### src/rtl/vga_frame_reader.sv
// vga_frame_reader: 640x480 VGA timing generator that streams a frame buffer
// out of a fixed-latency memory. Sync and frame markers are delayed by the
// same amount as the read data, so all pins leave the block cycle-aligned.
//
// Read contract: RD_EN=1 with RD_ADDR is a read request that is always
// accepted (no back-pressure); RD_DATA for that request is sampled exactly
// MEM_LATENCY clocks later. MEM_LATENCY must lie in 1..4.
module vga_frame_reader #(
  parameter int H_ACTIVE    = 640,
  parameter int H_FP        = 16,
  parameter int H_SYNC      = 96,
  parameter int H_BP        = 48,
  parameter int V_ACTIVE    = 480,
  parameter int V_FP        = 10,
  parameter int V_SYNC      = 2,
  parameter int V_BP        = 33,
  parameter int MEM_LATENCY = 2,
  parameter int ADDR_WIDTH  = 19,
  parameter int DATA_WIDTH  = 1
) (
  input  logic                  CLK,
  input  logic                  RESET,
  output logic                  RD_EN,
  output logic [ADDR_WIDTH-1:0] RD_ADDR,
  input  logic [DATA_WIDTH-1:0] RD_DATA,
  output logic [DATA_WIDTH-1:0] PIXEL_OUT,
  output logic                  HSYNC,
  output logic                  VSYNC,
  output logic                  FRAME_START
);

  localparam int H_TOTAL = H_ACTIVE + H_FP + H_SYNC + H_BP;
  localparam int V_TOTAL = V_ACTIVE + V_FP + V_SYNC + V_BP;
  localparam int HW      = $clog2(H_TOTAL);
  localparam int VW      = $clog2(V_TOTAL);

  localparam logic [HW-1:0] H_LAST   = HW'(H_TOTAL - 1);
  localparam logic [HW-1:0] H_ACT    = HW'(H_ACTIVE);
  localparam logic [HW-1:0] HS_BEG   = HW'(H_ACTIVE + H_FP);
  localparam logic [HW-1:0] HS_END   = HW'(H_ACTIVE + H_FP + H_SYNC - 1);
  localparam logic [VW-1:0] V_LAST   = VW'(V_TOTAL - 1);
  localparam logic [VW-1:0] V_ACT    = VW'(V_ACTIVE);
  localparam logic [VW-1:0] VS_BEG   = VW'(V_ACTIVE + V_FP);
  localparam logic [VW-1:0] VS_END   = VW'(V_ACTIVE + V_FP + V_SYNC - 1);
  localparam logic [ADDR_WIDTH-1:0] ADDR_LAST = ADDR_WIDTH'(H_ACTIVE * V_ACTIVE - 1);

  // Per-position markers that travel alongside the memory read.
  typedef struct packed {
    logic act;
    logic hs_n;
    logic vs_n;
    logic first;
  } tag_t;

  localparam tag_t TAG_IDLE = '{act: 1'b0, hs_n: 1'b1, vs_n: 1'b1, first: 1'b0};

  logic [HW-1:0]         h_cnt_q, h_cnt_d;
  logic [VW-1:0]         v_cnt_q, v_cnt_d;
  logic [ADDR_WIDTH-1:0] addr_q, addr_d;
  tag_t                  tag_now;
  tag_t [MEM_LATENCY-1:0] pipe_q, pipe_d;
  tag_t [MEM_LATENCY:0]   pipe_chain;
  tag_t                  tag_tail;
  logic [DATA_WIDTH-1:0] pix_q;
  logic                  hsync_q, vsync_q, fs_q;
  logic                  frame_wrap;

  // Raster position: h wraps every line, v advances on each h wrap.
  always_comb begin
    h_cnt_d    = h_cnt_q + 1'b1;
    v_cnt_d    = v_cnt_q;
    frame_wrap = (h_cnt_q == H_LAST) && (v_cnt_q == V_LAST);
    if (h_cnt_q == H_LAST) begin
      h_cnt_d = '0;
      if (v_cnt_q == V_LAST) begin
        v_cnt_d = '0;
      end else begin
        v_cnt_d = v_cnt_q + 1'b1;
      end
    end
  end

  // Decode of the current position into read strobe and pre-delay markers.
  always_comb begin
    tag_now       = TAG_IDLE;
    tag_now.act   = (h_cnt_q < H_ACT) && (v_cnt_q < V_ACT);
    tag_now.hs_n  = !((h_cnt_q >= HS_BEG) && (h_cnt_q <= HS_END));
    tag_now.vs_n  = !((v_cnt_q >= VS_BEG) && (v_cnt_q <= VS_END));
    tag_now.first = (h_cnt_q == '0) && (v_cnt_q == '0);
  end

  // Linear read address: advances per read, restarts with every frame and
  // never runs past the last pixel of the frame.
  always_comb begin
    addr_d = addr_q;
    if (frame_wrap) begin
      addr_d = '0;
    end else if (tag_now.act) begin
      if (addr_q == ADDR_LAST) begin
        addr_d = '0;
      end else begin
        addr_d = addr_q + 1'b1;
      end
    end
  end

  // Marker delay line, MEM_LATENCY stages deep to match the memory.
  always_comb begin
    pipe_chain = {pipe_q, tag_now};
    pipe_d     = pipe_chain[MEM_LATENCY-1:0];
    tag_tail   = pipe_q[MEM_LATENCY-1];
  end

  // State registers: counters, address, delay line and output stage.
  always_ff @(posedge CLK) begin
    if (RESET) begin
      h_cnt_q <= '0;
      v_cnt_q <= '0;
      addr_q  <= '0;
      pipe_q  <= {MEM_LATENCY{TAG_IDLE}};
      pix_q   <= '0;
      hsync_q <= 1'b1;
      vsync_q <= 1'b1;
      fs_q    <= 1'b0;
    end else begin
      h_cnt_q <= h_cnt_d;
      v_cnt_q <= v_cnt_d;
      addr_q  <= addr_d;
      pipe_q  <= pipe_d;
      pix_q   <= tag_tail.act ? RD_DATA : '0;
      hsync_q <= tag_tail.hs_n;
      vsync_q <= tag_tail.vs_n;
      fs_q    <= tag_tail.first;
    end
  end

  assign RD_EN       = tag_now.act;
  assign RD_ADDR     = addr_q;
  assign PIXEL_OUT   = pix_q;
  assign HSYNC       = hsync_q;
  assign VSYNC       = vsync_q;
  assign FRAME_START = fs_q;

endmodule

### config.mk
export PLATFORM = sky130hd
export DESIGN_NAME = vga_frame_reader
export DESIGN_NICKNAME = d
export VERILOG_FILES = /design/src/rtl/vga_frame_reader.sv
export SDC_FILE = /design/constraint.sdc
export NUM_CORES = 1
export LEC_CHECK = 0
export BUFFER_PORTS_ARGS = -buffer_cell sky130_fd_sc_hd__buf_2
export CAP_MARGIN = 30
export CORE_UTILIZATION = 50
export DETAILED_ROUTE_END_ITERATION = 12
export PLACE_DENSITY_LB_ADDON = 0.05
export SETUP_SLACK_MARGIN = 0.5
export SYNTH_ARGS = -nofsm -noshare
export SYNTH_HDL_FRONTEND = slang
export SYNTH_SLANG_ARGS = --single-unit
### constraint.sdc
create_clock -name CLK -period 3.34 [get_ports CLK]
set_input_delay 0.501 -clock CLK [delete_from_list [all_inputs] [get_ports CLK]]
set_output_delay 0.501 -clock CLK [all_outputs]
set_load 0.005 [all_outputs]
==> flow_metrics.tcl, run 1 <==
set metrics [dict create \
    fin_hold_ws_ps 416 \
    syn_area_per_cell_um2 9.10 \
    dp_hpwl_um 3320 \
    grt_pass1_vias 1748 \
    clk_path_buf_depth 2 \
    peakVddDrop_uv 247 \
    utilization_pct 59.5 \
    p_leak_uw 0.000991 \
    hp-class "reg -> reg" \
    start_util_pct 53.3 \
    p_total_uw 1160 \
    area_delta_synth_final_pct 11.7 \
    cp-start-kind "flip-flop" \
    die-area_mm2 0.00501 \
    post_cts_buffers 0 \
    cp-startpoint "v_cnt_q[7]" \
    fin_crit_sh_pct 67.3 \
    core_mm2 0.00444 \
    portBuffers 26 \
    syn-num-nets 268 \
    crit_fanout 11 \
    insertion_delay_ps 310 \
    cts_tree "built" \
    timing.final.ws_setup_ps 1090 \
    cp_data_required_time_ps 2840 \
    htreeDepth 2 \
    r2r_slack_ps 1170 \
    gp_congestion 0.760 \
    drive_gt1_share_pct 18.3 \
    routed_via_density 5.83 \
    synthArstFlopShare_pct 0 \
    grt_setup_unrepaired "false" \
    cellPowerDensity_mw_per_mm2 439 \
    grt_pass1_wl_um 8130 \
    io_pins 27 \
    yosys.area.top_type "dfxtp_1" \
    fin_skew_ps 7.32 \
    post-place-ws_ps 1160 \
    clkTransAtPathRegs_ps 90 \
    finalNetCount 291 \
    die_w_um 70.8 \
    fin_tns_setup_ps 0 \
    grt_usage_pct 20.5 \
    maxSlewHeadroom_pct 68.1 \
    synth.yosys.seq_area_share_pct 43.1 \
    worstReg2RegStart "v_cnt_q[7]" \
    routedWlPerCell_um 14.4 \
    drc_errors 0 \
    final_cell_mix "51 x dfxtp_1, 26 x buf_2, 20 x nor2_1" \
    hold_viol 0 \
    via_count 1959 \
    yosysWarnings 0 \
    critPathKind "reg -> out" \
    antenna_left 0 \
    cts_hold_buf 0 \
    status "finished clean" \
    synth-seq-cells 51 \
    regArea_mm2 0.00102 \
    final_common_cell "dfxtp_1" \
    cts.sinks 51 \
    drt_iter0_markers 196 \
    cts_inserted_buffers 5 \
    cts_root_buf "clkbuf_8" \
    period_minus_slack_ps 2250 \
    min-delay-start "pipe_chain[6]" \
    max_freq_mhz 445 \
    synth_top_area_share_pct 43.1 \
    num_rows 24 \
    syn-instance-count 260 \
    ys_top_cells_by_area "dfxtp_1 43%, xor2_1 4.8%, o31ai_1 4.4%, nand3_1 3.4%, nand4_1 3.2%" \
    antenna_cells 0 \
    syn-cell-area_mm2 0.00237 \
    wl_um 4840 \
    die_h_um 70.8 \
    grt_max_degree 26 \
    fillers 404 \
    synth_edf_count 0 \
    antenna_found_initial 0 \
    multi_input_area_mm2 0.00123 \
    yosysUniqueCellTypes 42 \
    endpoint_kind "primary output" \
    worstPathArrival_ps 1750 \
    ys.flop_type "dfxtp_1" \
    final-max-slew-violation-count 0 \
    gr-total-overflow 0 \
    dr.pass1.iters 6 \
    cts.repair.resized 0 \
    setup_violations 0 \
    maxCapViolCount 0 \
    worst_pin_slew_ps 478 \
]
-- power by group --
part           internal (uW)  switching [uW]  total [uW]
clock                    299             197         496
sequential               618            8.31         626
combinational           16.5            21.3        37.8
total                    933             226        1160
-- synth_stat cells (2+ instances only) --
master / count
or4_1: 10
or2_2: 4
or3_1: 4
and3_1: 7
nor4_1: 7
nand4_1: 12
inv_1: 10
buf_2: 4
nor3_1: 9
mux2i_1: 2
nand2_1: 12
a211oi_1: 5
o21ai_2: 2
nand3_1: 16
o31ai_1: 14
and3_2: 2
nor2_1: 20
and4_1: 4
dfxtp_1: 51
o21ai_0: 2
xnor2_1: 6
a21oi_1: 11
buf_6: 2
clkbuf_1: 6
nor2b_1: 4
xor2_1: 13
ha_1: 5
and2_1: 2
-- area by class of cell --
cell class	instances	area share [%]
Timing Repair Buffer	29	5.77
Tap cell	52	2.46
Clock buffer	6	2.74
Sequential cell	51	38.6
Multi-Input combinational cell	186	46.7
Clock inverter	2	2.27
Inverter	10	1.42
-- cell families (layout without fill, tap and decap cells) --
family                     count (synthesis)  count (layout)  synth area share (%)
AOI/OAI and AO/OA                         37              37                  10.9
adders and majority gates                  5               5                  2.64
buffers and inverters                     23              47                  4.97
and+or+nand+nor                          122             122                  30.0
DFF                                       51              51                  43.1
muxes                                      3               3                  1.32
xor gates and xnor gates                  19              19                  7.03
-- flip-flops by register name, indices dropped and copies added (netlist names) --
name,count
v_cnt_q,10
VSYNC,1
h_cnt_q,10
RD_ADDR,19
pipe_chain,8
PIXEL_OUT,1
FRAME_START,1
HSYNC,1
-- worst paths after layout --
kind / to / depth (start not counted)
worst max-delay path: RD_EN / 4
worst min-delay path: pipe_chain[10] / 1
worst max register to register: RD_ADDR[1] / 5
worst min register to register: pipe_chain[10] / 1
-- through the flow --
step,instances,area (um2)
after floorplan,260,2370
after global placement,328,2510
after detailed placement,328,2510
after CTS,336,2640
after global routing,336,2640
final,336,2640
-- layer usage --
layer,GRT usage [%],vias up,wire [um]
li1,-,999,-
met1,27.2,915,2400
met2,31.9,38,2210
met3,4.42,7,159
met4,9.56,0,67
met5,0,-,0
-- worst max-delay path, cell delays in order, from the launching register on --
cell     delay (ps)
dfxtp_1         380
a41oi_2         460
nand2_1         380
inv_1           120
buf_2           110
Power figures use the tool's default switching activity.
==> run 2, diff against run 1 <==
==> constraint.sdc (replaced) <==
create_clock -name CLK -period 1.84 [get_ports CLK]
set_input_delay 0.276 -clock CLK [delete_from_list [all_inputs] [get_ports CLK]]
set_output_delay 0.276 -clock CLK [all_outputs]
set_load 0.005 [all_outputs]
==> run 2 against run 1 <==
  * Core utilization rose by 12 points
  * Worst setup slack got worse by 940 ps
  * Critical path depth did not move
  * Critical endpoint is now v_cnt_q[6]
  * Power rose by 62%
  * Sequential share of layout area fell by 5.9 points
  * Critical path type is now reg -> reg
  * Routed wire length rose by 17%
  * Sequential power rose by 81%
  * Clock skew rose by 0.97 ps
  * Worst hold slack got worse by 210 ps
  * Register-to-register slack got worse by 1000 ps
  * Count of clock-buffer cells in the layout fell by 1
==> flow_metrics.tcl, run 2 (synthesis gave the netlist of run 1 again) <==
set metrics [dict create \
    status "finished clean" \
    cp_data_required_time_ps 2080 \
    grt_setup_unrepaired "true" \
    grt_pass1_wl_um 9390 \
    reg2reg_to "v_cnt_q[6]" \
    routedWlPerCell_um 14.8 \
    dp_hpwl_um 3660 \
    timing.final.ws_setup_ps 148 \
    period_minus_slack_ps 1690 \
    cts_hold_buf 0 \
    final_cell_mix "40 x buf_4, 39 x dfxtp_1, 25 x buf_2" \
    hold_viol 0 \
    endpoint_kind "flip-flop" \
    hold_end "PIXEL_OUT" \
    final-max-slew-violation-count 0 \
    antenna_left 0 \
    cp-start-kind "flip-flop" \
    grt_max_degree 29 \
    drc_errors 0 \
    die_w_um 70.8 \
    hp-class "in -> reg" \
    dr.pass1.iters 6 \
    area_delta_synth_final_pct 34.9 \
    antenna_cells 0 \
    r2r_cells 4 \
    cellPowerDensity_mw_per_mm2 589 \
    r2r_slack_ps 150 \
    num_rows 24 \
    grt_pass1_vias 2005 \
    wl_um 5640 \
    min-delay-start "RD_DATA" \
    die-area_mm2 0.00501 \
    fillers 358 \
    maxSlewHeadroom_pct 72.8 \
    htreeDepth 2 \
    grt_usage_pct 23.5 \
    hold_depth 2 \
    max_freq_mhz 591 \
    portBuffers 26 \
    peakVddDrop_uv 497 \
    maxCapViolCount 0 \
    setup_violations 0 \
    die_h_um 70.8 \
    cts_inserted_buffers 5 \
    insertion_delay_ps 300 \
    critPathKind "reg -> reg" \
    p_leak_uw 0.00125 \
    largest_reg_flops 19 \
    drt_iter0_markers 193 \
    place_area_mm2 0.00281 \
    post-place-ws_ps 50.2 \
    worstPathArrival_ps 1940 \
    clkTransAtPathRegs_ps 90 \
    design_area_mm2 0.00319 \
    gp_congestion 0.850 \
    routed_via_density 5.78 \
    gr-total-overflow 0 \
    via_count 2209 \
    worstReg2RegStart "h_cnt_q[6]" \
    cts.sinks 51 \
    core_mm2 0.00444 \
    p_total_uw 1880 \
    io_pins 27 \
    fin_crit_sh_pct 91.9 \
    clk_path_buf_depth 2 \
    final_common_cell "buf_4" \
    crit_fanout 6 \
    cts_root_buf "clkbuf_8" \
    antenna_found_initial 0 \
    fin_skew_ps 8.29 \
    cts_tree "built" \
    start_util_pct 53.3 \
    finalNetCount 337 \
    worst_pin_slew_ps 404 \
    drive_gt1_share_pct 41.2 \
]
run 2: routing by layer:
layer | vias to the layer above | global-route usage [%] | share of wire, %
li1 | 1100 | - | -
met1 | 1061 | 33.2 | 47
met4 | 0 | 6.89 | 1.4
met2 | 40 | 36.1 | 48
met5 | - | 0 | 0
met3 | 8 | 5.13 | 3.2
run 2: layout make-up:
type,count,area (um2),share of cell area [%]
Inverter,10,37.5,1.18
Clock inverter,3,20.0,0.627
Sequential cell,51,1050,32.8
Clock buffer,5,68.8,2.16
Tap cell,52,65.1,2.04
Timing Repair Buffer,74,536,16.8
Multi-Input combinational cell,187,1420,44.5
run 2: how the worst max path moves through the flow:
stage	end	slack [ps]	cells past startpoint	from
2_1_floorplan	v_cnt_q[7]	-60	7	h_cnt_q[6]
3_3_place_gp	v_cnt_q[8]	80	5	h_cnt_q[0]
3_5_place_dp	v_cnt_q[6]	50	5	h_cnt_q[1]
4_1_cts	RD_EN	180	5	v_cnt_q[5]
5_1_grt	v_cnt_q[6]	110	4	h_cnt_q[6]
6_report	v_cnt_q[6]	150	4	h_cnt_q[6]
run 2: power by group:
| part | switching [uW] | internal, uW |
|---|---|---|
| combinational | 57.5 | 57.5 |
| clock | 370 | 265 |
| sequential | 11.0 | 1120 |
| total | 439 | 1440 |
run 2: stage by stage:
stage	TNS, ps	instances	hold WS (ps)	utilization [%]
floorplan	-71.5	260	348	-
global placement	0	360	391	63.2
detailed placement	0	360	398	63.2
CTS	0	380	195	69.3
global route	0	382	218	71.8
finish	0	382	203	71.8
run 2: critical path, cell delays in order (launching register included):
cell     delay (ps)
dfxtp_2         330
or2_4           250
or3_4           430
or4_4           500
a21oi_2         130
run 2: what timing repair did:
item                                    4_1_cts  5_1_grt
buffers inserted                             11        2
pin swaps                                    15        8
endpoints found under the setup margin       37       39
gates cloned                                  1        0
resized for setup                            29       23
